===== src/rtl/sat_alu_pkg.sv =====
// sat_alu_pkg: shared types and helpers for the saturating add/sub pipeline.
//   op_e    - operation encoding presented on the op port
//   flags_t - {zr, neg, ov} describing a result value
//   sat_max / sat_min - most positive / most negative signed value for a width
//                       (returned in MAX_W bits; callers truncate to their width)
package sat_alu_pkg;

  typedef enum logic [1:0] {
    OP_ADD    = 2'b00,
    OP_SUB    = 2'b01,
    OP_ACC    = 2'b10,
    OP_CLRACC = 2'b11
  } op_e;

  typedef struct packed {
    logic zr;
    logic neg;
    logic ov;
  } flags_t;

  localparam int unsigned MAX_W = 64;

  function automatic logic [MAX_W-1:0] sat_max(input int unsigned w);
    return (64'd1 << (w - 1)) - 64'd1;
  endfunction

  function automatic logic [MAX_W-1:0] sat_min(input int unsigned w);
    return 64'd1 << (w - 1);
  endfunction

endpackage


===== src/rtl/sat_clamp.sv =====
// sat_clamp: combinational clamp of a WIDTH+1-bit signed raw result.
//   i_raw   - sign-extended raw sum/difference
//   i_ovf   - signed overflow of that result
//   i_sat   - 1 = clamp to MAX/MIN on overflow, 0 = wrap
//   o_out   - WIDTH-bit result
//   o_flags - {zr, neg, ov} describing o_out
module sat_clamp
  import sat_alu_pkg::*;
#(
  parameter int unsigned WIDTH = 16
) (
  input  logic [WIDTH:0]   i_raw,
  input  logic             i_ovf,
  input  logic             i_sat,
  output logic [WIDTH-1:0] o_out,
  output flags_t           o_flags
);

  localparam logic [WIDTH-1:0] MAX_V = WIDTH'(sat_max(WIDTH));
  localparam logic [WIDTH-1:0] MIN_V = WIDTH'(sat_min(WIDTH));

  always_comb begin
    o_out = i_raw[WIDTH-1:0];
    if (i_sat && i_ovf) begin
      // Extra sign bit gives the true direction of the overflow.
      o_out = i_raw[WIDTH] ? MIN_V : MAX_V;
    end
    o_flags.zr  = (o_out == '0);
    o_flags.neg = o_out[WIDTH-1];
    o_flags.ov  = i_ovf;
  end

endmodule


===== src/rtl/sat_addsub_pipe.sv =====
// sat_addsub_pipe: two-stage pipelined signed add / sub / accumulate with
// per-transaction saturate-or-wrap and registered zr/neg/ov flags.
//   clk, rst            - clock, synchronous active-high reset
//   in_valid/in_ready   - operation handshake (op, sat, in1, in2)
//   out_valid/out_ready - result handshake (out, zr, neg, ov)
// Optional build macro SAT_ADDSUB_STICKY_OV_EN adds sticky_clr / ov_sticky,
// a sticky record of any delivered result with ov set.
module sat_addsub_pipe
  import sat_alu_pkg::*;
#(
  parameter int unsigned      WIDTH    = 16,
  parameter logic [WIDTH-1:0] ACC_INIT = '0
) (
  input  logic             clk,
  input  logic             rst,
`ifdef SAT_ADDSUB_STICKY_OV_EN
  input  logic             sticky_clr,
  output logic             ov_sticky,
`endif
  input  logic             in_valid,
  output logic             in_ready,
  input  logic [1:0]       op,
  input  logic             sat,
  input  logic [WIDTH-1:0] in1,
  input  logic [WIDTH-1:0] in2,
  output logic             out_valid,
  input  logic             out_ready,
  output logic [WIDTH-1:0] out,
  output logic             zr,
  output logic             neg,
  output logic             ov
);

  logic [WIDTH-1:0] r_acc;
  logic             r_s1_valid;
  logic [WIDTH:0]   r_s1_raw;
  op_e              r_s1_op;
  logic             r_s1_sat;

  op_e              w_op;
  logic             w_stall;
  logic             w_accept;
  logic [WIDTH:0]   w_a_x;
  logic [WIDTH:0]   w_b_x;
  logic [WIDTH:0]   w_acc_x;
  logic [WIDTH:0]   w_acc_raw;
  logic [WIDTH:0]   w_raw;
  logic             w_acc_ovf;
  logic [WIDTH-1:0] w_acc_next;
  flags_t           w_acc_flags_unused;
  logic             w_s2_ovf;
  logic [WIDTH-1:0] w_s2_out;
  flags_t           w_s2_flags;

  assign w_op     = op_e'(op);
  assign w_stall  = out_valid & ~out_ready;
  assign in_ready = ~r_s1_valid | ~w_stall;
  assign w_accept = in_valid & in_ready;

  assign w_a_x   = {in1[WIDTH-1], in1};
  assign w_b_x   = {in2[WIDTH-1], in2};
  assign w_acc_x = {r_acc[WIDTH-1], r_acc};

  // Accumulator is clamped at acceptance so back-to-back ACCs chain without a
  // bubble; stage 2 re-clamps the same raw value through an identical clamp.
  // With sign-extended operands, overflow == the top two raw bits disagree.
  assign w_acc_raw = w_acc_x + w_a_x;
  assign w_acc_ovf = w_acc_raw[WIDTH] ^ w_acc_raw[WIDTH-1];

  sat_clamp #(.WIDTH(WIDTH)) u_acc_clamp (
    .i_raw   (w_acc_raw),
    .i_ovf   (w_acc_ovf),
    .i_sat   (sat),
    .o_out   (w_acc_next),
    .o_flags (w_acc_flags_unused)
  );

  always_comb begin
    w_raw = '0;
    case (w_op)
      OP_ADD:  w_raw = w_a_x + w_b_x;
      OP_SUB:  w_raw = w_a_x - w_b_x;
      OP_ACC:  w_raw = w_acc_raw;
      default: w_raw = '0;
    endcase
  end

  assign w_s2_ovf = (r_s1_op != OP_CLRACC) & (r_s1_raw[WIDTH] ^ r_s1_raw[WIDTH-1]);

  sat_clamp #(.WIDTH(WIDTH)) u_s2_clamp (
    .i_raw   (r_s1_raw),
    .i_ovf   (w_s2_ovf),
    .i_sat   (r_s1_sat),
    .o_out   (w_s2_out),
    .o_flags (w_s2_flags)
  );

  always_ff @(posedge clk) begin
    if (rst) begin
      r_s1_valid <= 1'b0;
      r_s1_raw   <= '0;
      r_s1_op    <= OP_ADD;
      r_s1_sat   <= 1'b0;
      r_acc      <= ACC_INIT;
      out_valid  <= 1'b0;
      out        <= '0;
      zr         <= 1'b0;
      neg        <= 1'b0;
      ov         <= 1'b0;
    end else begin
      if (in_ready) begin
        r_s1_valid <= in_valid;
      end
      if (w_accept) begin
        r_s1_raw <= w_raw;
        r_s1_op  <= w_op;
        r_s1_sat <= sat;
        if (w_op == OP_ACC) begin
          r_acc <= w_acc_next;
        end else if (w_op == OP_CLRACC) begin
          r_acc <= ACC_INIT;
        end
      end
      if (!w_stall) begin
        out_valid <= r_s1_valid;
        if (r_s1_valid) begin
          out <= w_s2_out;
          zr  <= w_s2_flags.zr;
          neg <= w_s2_flags.neg;
          ov  <= w_s2_flags.ov;
        end
      end
    end
  end

`ifdef SAT_ADDSUB_STICKY_OV_EN
  always_ff @(posedge clk) begin
    if (rst) begin
      ov_sticky <= 1'b0;
    end else if (out_valid && out_ready && ov) begin
      ov_sticky <= 1'b1;
    end else if (sticky_clr) begin
      ov_sticky <= 1'b0;
    end
  end
`endif

endmodule


===== config.mk =====
export PLATFORM = sky130hd
export DESIGN_NAME = sat_addsub_pipe
export DESIGN_NICKNAME = d
export VERILOG_FILES = /design/src/rtl/sat_alu_pkg.sv /design/src/rtl/sat_clamp.sv /design/src/rtl/sat_addsub_pipe.sv
export SDC_FILE = /design/constraint.sdc
export NUM_CORES = 1
export LEC_CHECK = 0
export ABC_CLOCK_PERIOD_IN_PS = 5700
export BUFFER_PORTS_ARGS = -buffer_cell sky130_fd_sc_hd__buf_2
export CAP_MARGIN = 25
export CORE_MARGIN = 1
export CORE_UTILIZATION = 37
export CTS_CLUSTER_DIAMETER = 50
export CTS_CLUSTER_SIZE = 10
export DETAILED_ROUTE_END_ITERATION = 8
export SLEW_MARGIN = 0
export SYNTH_ARGS = -nofsm -noshare
export SYNTH_HDL_FRONTEND = slang
export SYNTH_SLANG_ARGS = --single-unit

===== constraint.sdc =====
create_clock -name clk -period 5.7 [get_ports clk]
set_input_delay 1.14 -clock clk [delete_from_list [all_inputs] [get_ports clk]]
set_output_delay 1.14 -clock clk [all_outputs]
set_load 0.01 [all_outputs]

### Word level (Yosys, flattened, before mapping)

Index checks and enable logic that the tools add are counted.

* flip-flop bits (word level): 57
* output and inout bits: 21

* $add $sub $neg: 3
* eq/ne operators: 4
* multiplexer cells: 7
* bitwise gates (word level): 9
* reduce and logical (&&, ||, !) cells: 7

Operators by type and width (number)
* 16-bit two-way mux: 6
* 17-bit case mux with 3 select lines: 1
* 16-bit by 16-bit adder with 17-bit output: 2
* 16-bit by 16-bit subtractor with 17-bit output: 1
* 16-bit zero test: 1
* 2-bit == test (second input constant): 2
* 2-bit AND reduction: 2
* 1-bit bitwise AND: 3
* 1-bit inverter: 3
* 2-bit by 1-bit == test with 1-bit output (second input constant): 1
* 1-bit logical AND: 2
* 2-bit zero test: 1
* 2-bit != test (second input constant): 1
* 2-bit nonzero test: 1
* 1-bit XOR: 2
* 1-bit OR: 1

### Longest topological paths before layout

Gate-level depths: netlist of run 1.

* word-level depth: 6
* gate-level depth with buffers: 15
* depth with buffers taken out: 15

### Hierarchy

From an unflattened synthesis of run 1, not the netlist that was laid out.

* cell total of the unflattened synthesis: 585
* area, all modules: 4534.3 um^2

Modules (own cells, without submodules)
* sat_addsub_pipe: instances 1, cells each 521, area each 4041.4 um^2, sequential area each 1141.1 um^2
* sat_clamp: instances 2, cells each 32, area each 246.5 um^2, sequential area each 0.0 um^2

### Worst setup path after synthesis of run 1

Ideal clock, no wire load.

* path kind: input to register
* start point: input port in2[1]
* end point: register r_s1_raw[14]
* setup time: 86 ps
* data arrival time: 4199 ps
* data required time: 5614 ps
* setup slack: 1415 ps
* stages: 15
* path buffers: 0
* path through: inv_1 -> ha_1 -> or4b_2 -> nor4_1 -> nor2_1 -> xnor2_1 -> ha_1 -> and3_1 -> a221oi_1 -> nand2_1 -> o21ai_0 -> o21ai_0 -> xnor2_1 -> a2bb2oi_1 -> a211oi_1

* cells in the longest elaborated chain, start to end: 2
* elaborated cells between the ends (all ways): 3
* classes of those cells: add/sub (2); mux (1)

RTL lines
* from (decl): RTL line sat_addsub_pipe.sv:25 `input logic [WIDTH-1:0] in2,`
* 16-bit by 16-bit subtractor with 17-bit output or 16-bit by 16-bit adder with 17-bit output (tied branches): RTL line sat_addsub_pipe.sv:82, sat_addsub_pipe.sv:81
* 17-bit case mux with 3 select lines (*): RTL line sat_addsub_pipe.sv:80 `case (w_op)`
* to (signal assigned): RTL line sat_addsub_pipe.sv:115 `r_s1_raw <= w_raw;`
* to (decl): RTL line sat_addsub_pipe.sv:36 `logic [WIDTH:0] r_s1_raw;`

Mark *: on every way between the ends. The rest lies on a longest branch, timed or not.
A chain may end at the register's enable or synchronous reset.

### Worst setup path after layout of run 1

* start point: input port in2[0]
* end point: register r_s1_raw[14]

The elaborated chain is that of the path after synthesis.

==> flow_summary.ini, run 1 <==
[flow_run]
drv_cap = 0

[cts]
cts.path.max_buffers = 2
htreeDepth = 2
clk_latency_ns = 0.30
tritoncts = done
postCtsHoldBufs = 0
cts_sinks = 56
post_cts_buffers = 0
cts_resized = 0
cts_buffers = 5
cts-root-buf = clkbuf_16
clk_pin_slew_ns = 0.08

[power]
clock_power_share = 0.288
power.leakage_uw = 0.00201
power_frac_comb = 0.321
intPower_uw = 734
p_per_area_mw_per_mm2 = 237
seq_power_share = 0.391
ir_worst_vdd_mv = 0.126
swShare = 0.343
switchingPower_uw = 384

[die]
ios = 60
core.rowCount = 38
floorplan.die_area_sq_mm = 0.0117
placeableCoreArea_sq_mm = 0.0109
initial_core_util = 0.382
die_h_um = 108
die_width_um = 108

[logic_synthesis]
synthTopCellsByCount = nor2_1, dfxtp_1, a21oi_1
yosys.area.top_type = dfxtp_1
yosys.area.top_type_share = 0.268
yosysWarnings = 0
synth_ff_type = dfxtp_1
ys_seq_area_frac = 0.268
synthArstFlopShare = 0
yosysUniqueCellTypes = 60
syn_area_sq_mm = 0.00418
avgSynthCellArea_sq_um = 7.78
netlist_top_cells_area = dfxtp_1, ha_1, nor2_1, a21oi_1, xnor2_1
yosysMostFrequentCell = nor2_1
synth_nets = 611
ys_ff_latch = 56
synth_edf_count = 0
synthCells = 537

[cells_and_area]
design_area_sq_mm = 0.00471
area_growth_pct = 12.8
n_antenna_cell = 0
final_layout_size_suffix_gt1_frac = 0.152
fillers = 1127
final_nets = 658

[worst_setup_path]
r2r-start = r_acc[1]
cp-end-kind = register
slowest_delay_ns = 0.63
critPathMaxFanout = 5
critPathSlowestCell = or4b_2
cp_data_arrival_time_ns = 4.74
worst-r2r-cell-count = 9
crit_chain = buf_2 -> inv_1 -> ha_1 -> or4b_2 -> nor4_1 -> nor2_1 -> xnor2_1 -> ha_1 -> and3_1 -> a221oi_1 -> nand2_1 -> o21ai_0 -> o21ai_0 -> xnor2_1 -> a2bb2oi_1 -> a211oi_1
startpoint = in2[0]
worstSetupPathType = in2reg
required_ns = 5.90
start_kind = input port

[min_path]
hp-start = r_acc[4]
hold_class = reg2reg
min_delay_path_depth = 2

[timing]
clock.fmax_mhz = 220
rsz0062_at_grt = no
relSlewSlack = 0.387
timing.final.crit_period_ns = 4.54
setup_tns_ns = 0
fin_crit_sh = 0.797
hold_viol = 0
slew_viol_final = 0
fin_skew_ns = 0.00938
tightestPinTransition_ns = 0.918
setup_viol = 0

[global_routing]
grt_max_degree = 45
grt-busiest-layer = met2
use_met2 = 0.338
grt_util_met3 = 0.0217
grt_pass1_vias = 3750
grt_util_all_layers = 0.196
antenna_found_initial = 0
grt_overflow = 0
met1_usage = 0.263
grt_pass1_wl_um = 18100

[placed_design]
dpl.hpwl_um = 8600
gp_congestion = 0.812
port_buffers = 59
post_dp_cell_area_sq_mm = 0.00456

[drt]
drcViolationCount = 0
drt_iter0_drc = 214
firstDrtPassIters = 6
routed_wl_um = 10900
vias = 3972
post_drt_wl_per_cell_um = 15.1
postRouteAntennaNets = 0
avgViaCountPerCell = 5.48

[outcome]
status = finished, final reports clean
-- cells by family (layout without fill, tap and decap cells) --
kind of cell	Yosys count	count (layout)	share of synthesized area
AOI/OAI and AO/OA	166	166	0.274
muxes	2	2	0.00689
and+or+nand+nor	206	206	0.226
adders and majority gates	35	35	0.108
buffers and inverters	34	82	0.0371
xor gates and xnor gates	38	38	0.0797
DFF	56	56	0.268
-- area by class of cell --
cell class              count  area (sq um)  share of cell area
well taps                 140           175              0.0372
clock inverters             3          27.5             0.00584
repair buffers             62           318              0.0674
flip-flops and latches     56          1120               0.238
clock buffers               5           125              0.0265
multi-input cells         447          2900               0.616
inverters                  12          45.0             0.00956
-- per-stage QoR --
stage	worst slack (ns)	utilization	hold WS (ns)	std cells	power, uW
after floorplan	1.42	-	0.420	537	705
after global placement	1.05	0.417	0.439	717	796
after detailed placement	0.937	0.417	0.444	717	802
after CTS	1.25	0.431	0.455	725	1130
after global routing	0.953	0.431	0.488	725	1190
final	1.16	0.431	0.452	725	1120
-- sequential cells by signal, indices dropped and copies added (netlist names) --
name / cells
r_s1_raw: 17
out: 16
r_acc: 16
r_s1_op: 2
out_valid: 1
ov: 1
r_s1_sat: 1
r_s1_valid: 1
zr: 1
-- worst max-delay path: cells and delay by family --
family	cells	cell delay, ns
fa+ha+maj	2	0.50
compound gates	5	1.29
xor+xnor	2	0.31
simple gates	5	1.32
buf+inv	2	0.18
-- final timing paths --
check	to	slack, ns
setup / recovery	r_s1_raw[14]	1.16
hold / removal	r_acc[4]	0.45
setup reg to reg	r_acc[2]	2.60
hold reg to reg	r_acc[4]	0.45
-- layer usage --
layer | vias up | wire length (um) | share of wire
li1 | 2035 | - | -
met1 | 1804 | 5320 | 0.49
met2 | 120 | 4950 | 0.45
met3 | 13 | 514 | 0.047
met4 | 0 | 149 | 0.014
met5 | - | 0 | 0
-- placed cells by master (no fill, tap or decap), types with 9 or more instances in the layout --
cell       n
ha_1      33
o21a_1     9
xnor2_1   26
nand2_1   47
nor2b_1   13
inv_1     12
buf_2     59
dfxtp_1   56
o21ai_2   10
a21oi_1   48
o21ai_0   23
a211oi_1  27
nor3_1    30
xor2_1    12
nor2_1    83
-- power by group through the flow --
stage / combinational [uW] / clock, uW / sequential, uW
after CTS: 357 / 332 / 437
after detailed placement: 356 / 0 / 446
after global placement: 351 / 0 / 445
after global routing: 401 / 348 / 441
final: 359 / 322 / 438
after floorplan: 261 / 0 / 444
No activity file was read; power rests on OpenSTA's default activity.
==> run 2, diff against run 1 <==
- ABC_AREA: unset -> 1
- ABC_CLOCK_PERIOD_IN_PS: 5700 -> 4700
- clock period: 5.7 -> 4.7 ns (I/O delays scaled with it)
==> flow_summary.ini, run 2 <==
[die]
ios = 60
initial_core_util = 0.381
die_h_um = 114
core.rowCount = 40
floorplan.die_area_sq_mm = 0.0129
placeableCoreArea_sq_mm = 0.0121
die_width_um = 114

[cts]
clk_latency_ns = 0.30
cts.path.max_buffers = 2
cts_resized = 0
postCtsHoldBufs = 0
cts-root-buf = clkbuf_16
htreeDepth = 2
clk_pin_slew_ns = 0.08
cts_sinks = 56
tritoncts = done
post_cts_buffers = 0
cts_buffers = 5

[min_path]
hold_class = reg2reg
hp-start = r_s1_sat

[drt]
firstDrtPassIters = 6
avgViaCountPerCell = 4.90
postRouteAntennaNets = 0
vias = 4658
drt_iter0_drc = 263
post_drt_wl_per_cell_um = 13.3
drcViolationCount = 0
routed_wl_um = 12600

[cells_and_area]
final_layout_size_suffix_gt1_frac = 0.143
final_cell_mix = nand2_1, inv_1, a21oi_1
final_nets = 855
n_antenna_cell = 0
regMostFlops = r_s1_raw
largest_reg_flops = 17
fillers = 1363
regArea_sq_mm = 0.00112
layout_commonest_cell = nand2_1
area_growth_pct = 12.4
top_regs = r_s1_raw: 17 flops, out: 16 flops, r_acc: 16 flops
multiInputGateArea_sq_mm = 0.00303

[logic_synthesis]
yosysUniqueCellTypes = 39
synth_fa_ha_area_frac = 0.0981
synth_nets = 807
synth_top_family_by_area = simple AND/OR/NAND/NOR gates
yosys.area.top_type_share = 0.243
synthArstFlopShare = 0
yosysMostFrequentCell = nand2_1
synth_ff_type = dfxtp_1
synthCells = 733
synth-compound-area-share = 0.171
syn_area_sq_mm = 0.00462
avgSynthCellArea_sq_um = 6.30
yosys.area_share.xor_xnor = 0.0569
synth_edf_count = 0
netlist_top_cells_area = dfxtp_1, nand2_1, ha_1, inv_1, a21oi_1
ys_seq_area_frac = 0.243
ys_ff_latch = 56
yosys.area.top_type = dfxtp_1
synth-simple-area-share = 0.329
synthTopCellsByCount = nand2_1, inv_1, a21oi_1
muxShareOfSynthArea = 0
yosysWarnings = 0

[worst_setup_path]
required_ns = 4.90
worstSetupPathType = in2reg
startpoint = op[1]
r2r-start = r_acc[0]
critPathMaxFanout = 13
cp_data_arrival_time_ns = 3.84
cp-end-kind = register
start_kind = input port

[timing]
setup_tns_ns = 0
slew_viol_final = 0
fin_skew_ns = 0.00908
tightestPinTransition_ns = 0.915
relSlewSlack = 0.390
fin_crit_sh = 0.774
setup_viol = 0
timing.final.crit_period_ns = 3.64
clock.fmax_mhz = 275
rsz0062_at_grt = no
hold_viol = 0

[global_routing]
grt_pass1_wl_um = 21400
grt_max_degree = 40
grt_util_all_layers = 0.207
grt_pass1_vias = 4310
antenna_found_initial = 0
grt_overflow = 0

[placed_design]
gp_congestion = 0.975
port_buffers = 59
dpl.hpwl_um = 10000

[power]
power_frac_comb = 0.350
ir_worst_vdd_mv = 0.132
intPower_uw = 891
clock_power_share = 0.277
swShare = 0.369
switchingPower_uw = 520
power.leakage_uw = 0.00267
finalPower_uw = 1410
p_per_area_mw_per_mm2 = 272
seq_power_share = 0.373

[outcome]
status = finished, final reports clean

[flow_run]
drv_cap = 0
## run 2: cell types whose count changed in the layout (fill, tap and decap cells not counted), moves of 20 or more
cell      delta
inv_1       +79
nor2_1      -33
a211oi_1    -26
nor3_1      -20
nand2_1    +166
nand3_1     +48
## run 2: cell type report
| type | count | share of cell area |
|---|---|---|
| inverters | 98 | 0.0709 |
| clock inverters | 3 | 0.00530 |
| multi-input cells | 559 | 0.584 |
| repair buffers | 61 | 0.0598 |
| flip-flops and latches | 56 | 0.216 |
| well taps | 168 | 0.0405 |
| clock buffers | 5 | 0.0241 |
## run 2: critical path, cell delays in order
cell and delay, ns:
buf_2 0.18, nor2_1 0.38, inv_1 0.30, nand2_1 0.11, o21ai_0 0.14, fa_1 0.47, inv_1 0.07, nand3_1 0.06
nand2_1 0.11, nand2_1 0.08, a21oi_1 0.31, a21oi_1 0.16, or2_2 0.29, nand2_1 0.06, nand3_1 0.07, nand2_1 0.07
inv_1 0.03
## run 2: cell families (layout without fill, tap and decap cells)
kind of cell / Yosys count / in the layout
xor gates and xnor gates: 30 / 30
DFF: 56 / 56
AOI/OAI and AO/OA: 137 / 137
and+or+nand+nor: 357 / 357
buffers and inverters: 118 / 167
adders and majority gates: 35 / 35
## run 2: metal layers
layer  track usage  routed length [um]  vias up
met5             0                   0        -
met4        0.0404                 163        0
met3        0.0197                 349       12
met2         0.346                5790       87
met1         0.290                6330     2097
li1              -                   -     2462
## run 2: path summary, 6_finish.rpt
kind              cells past startpoint  slack [ns]           end
setup / recovery                     17        1.06  r_s1_raw[12]
hold / removal                        2        0.46      r_s1_sat
setup reg to reg                     16        1.95      r_acc[2]
hold reg to reg                       2        0.46      r_s1_sat
## run 2: stage by stage
stage / hold WS [ns] / cells / util / setup slack [ns] / cell area [sq um]
floorplan: 0.430 / 733 / - / 1.24 / 4620
global placement: 0.445 / 942 / 0.416 / 0.744 / 5040
detailed placement: 0.454 / 942 / 0.416 / 0.739 / 5040
CTS: 0.466 / 950 / 0.429 / 1.06 / 5190
global route: 0.492 / 950 / 0.429 / 0.713 / 5190
finish: 0.463 / 950 / 0.429 / 1.06 / 5190
## run 2: power groups by stage
stage | sequential, uW | combinational (uW) | clock (uW)
floorplan | 537 | 359 | 0
global placement | 537 | 494 | 0
detailed placement | 537 | 490 | 0
CTS | 526 | 492 | 399
global route | 530 | 563 | 421
finish | 526 | 494 | 391
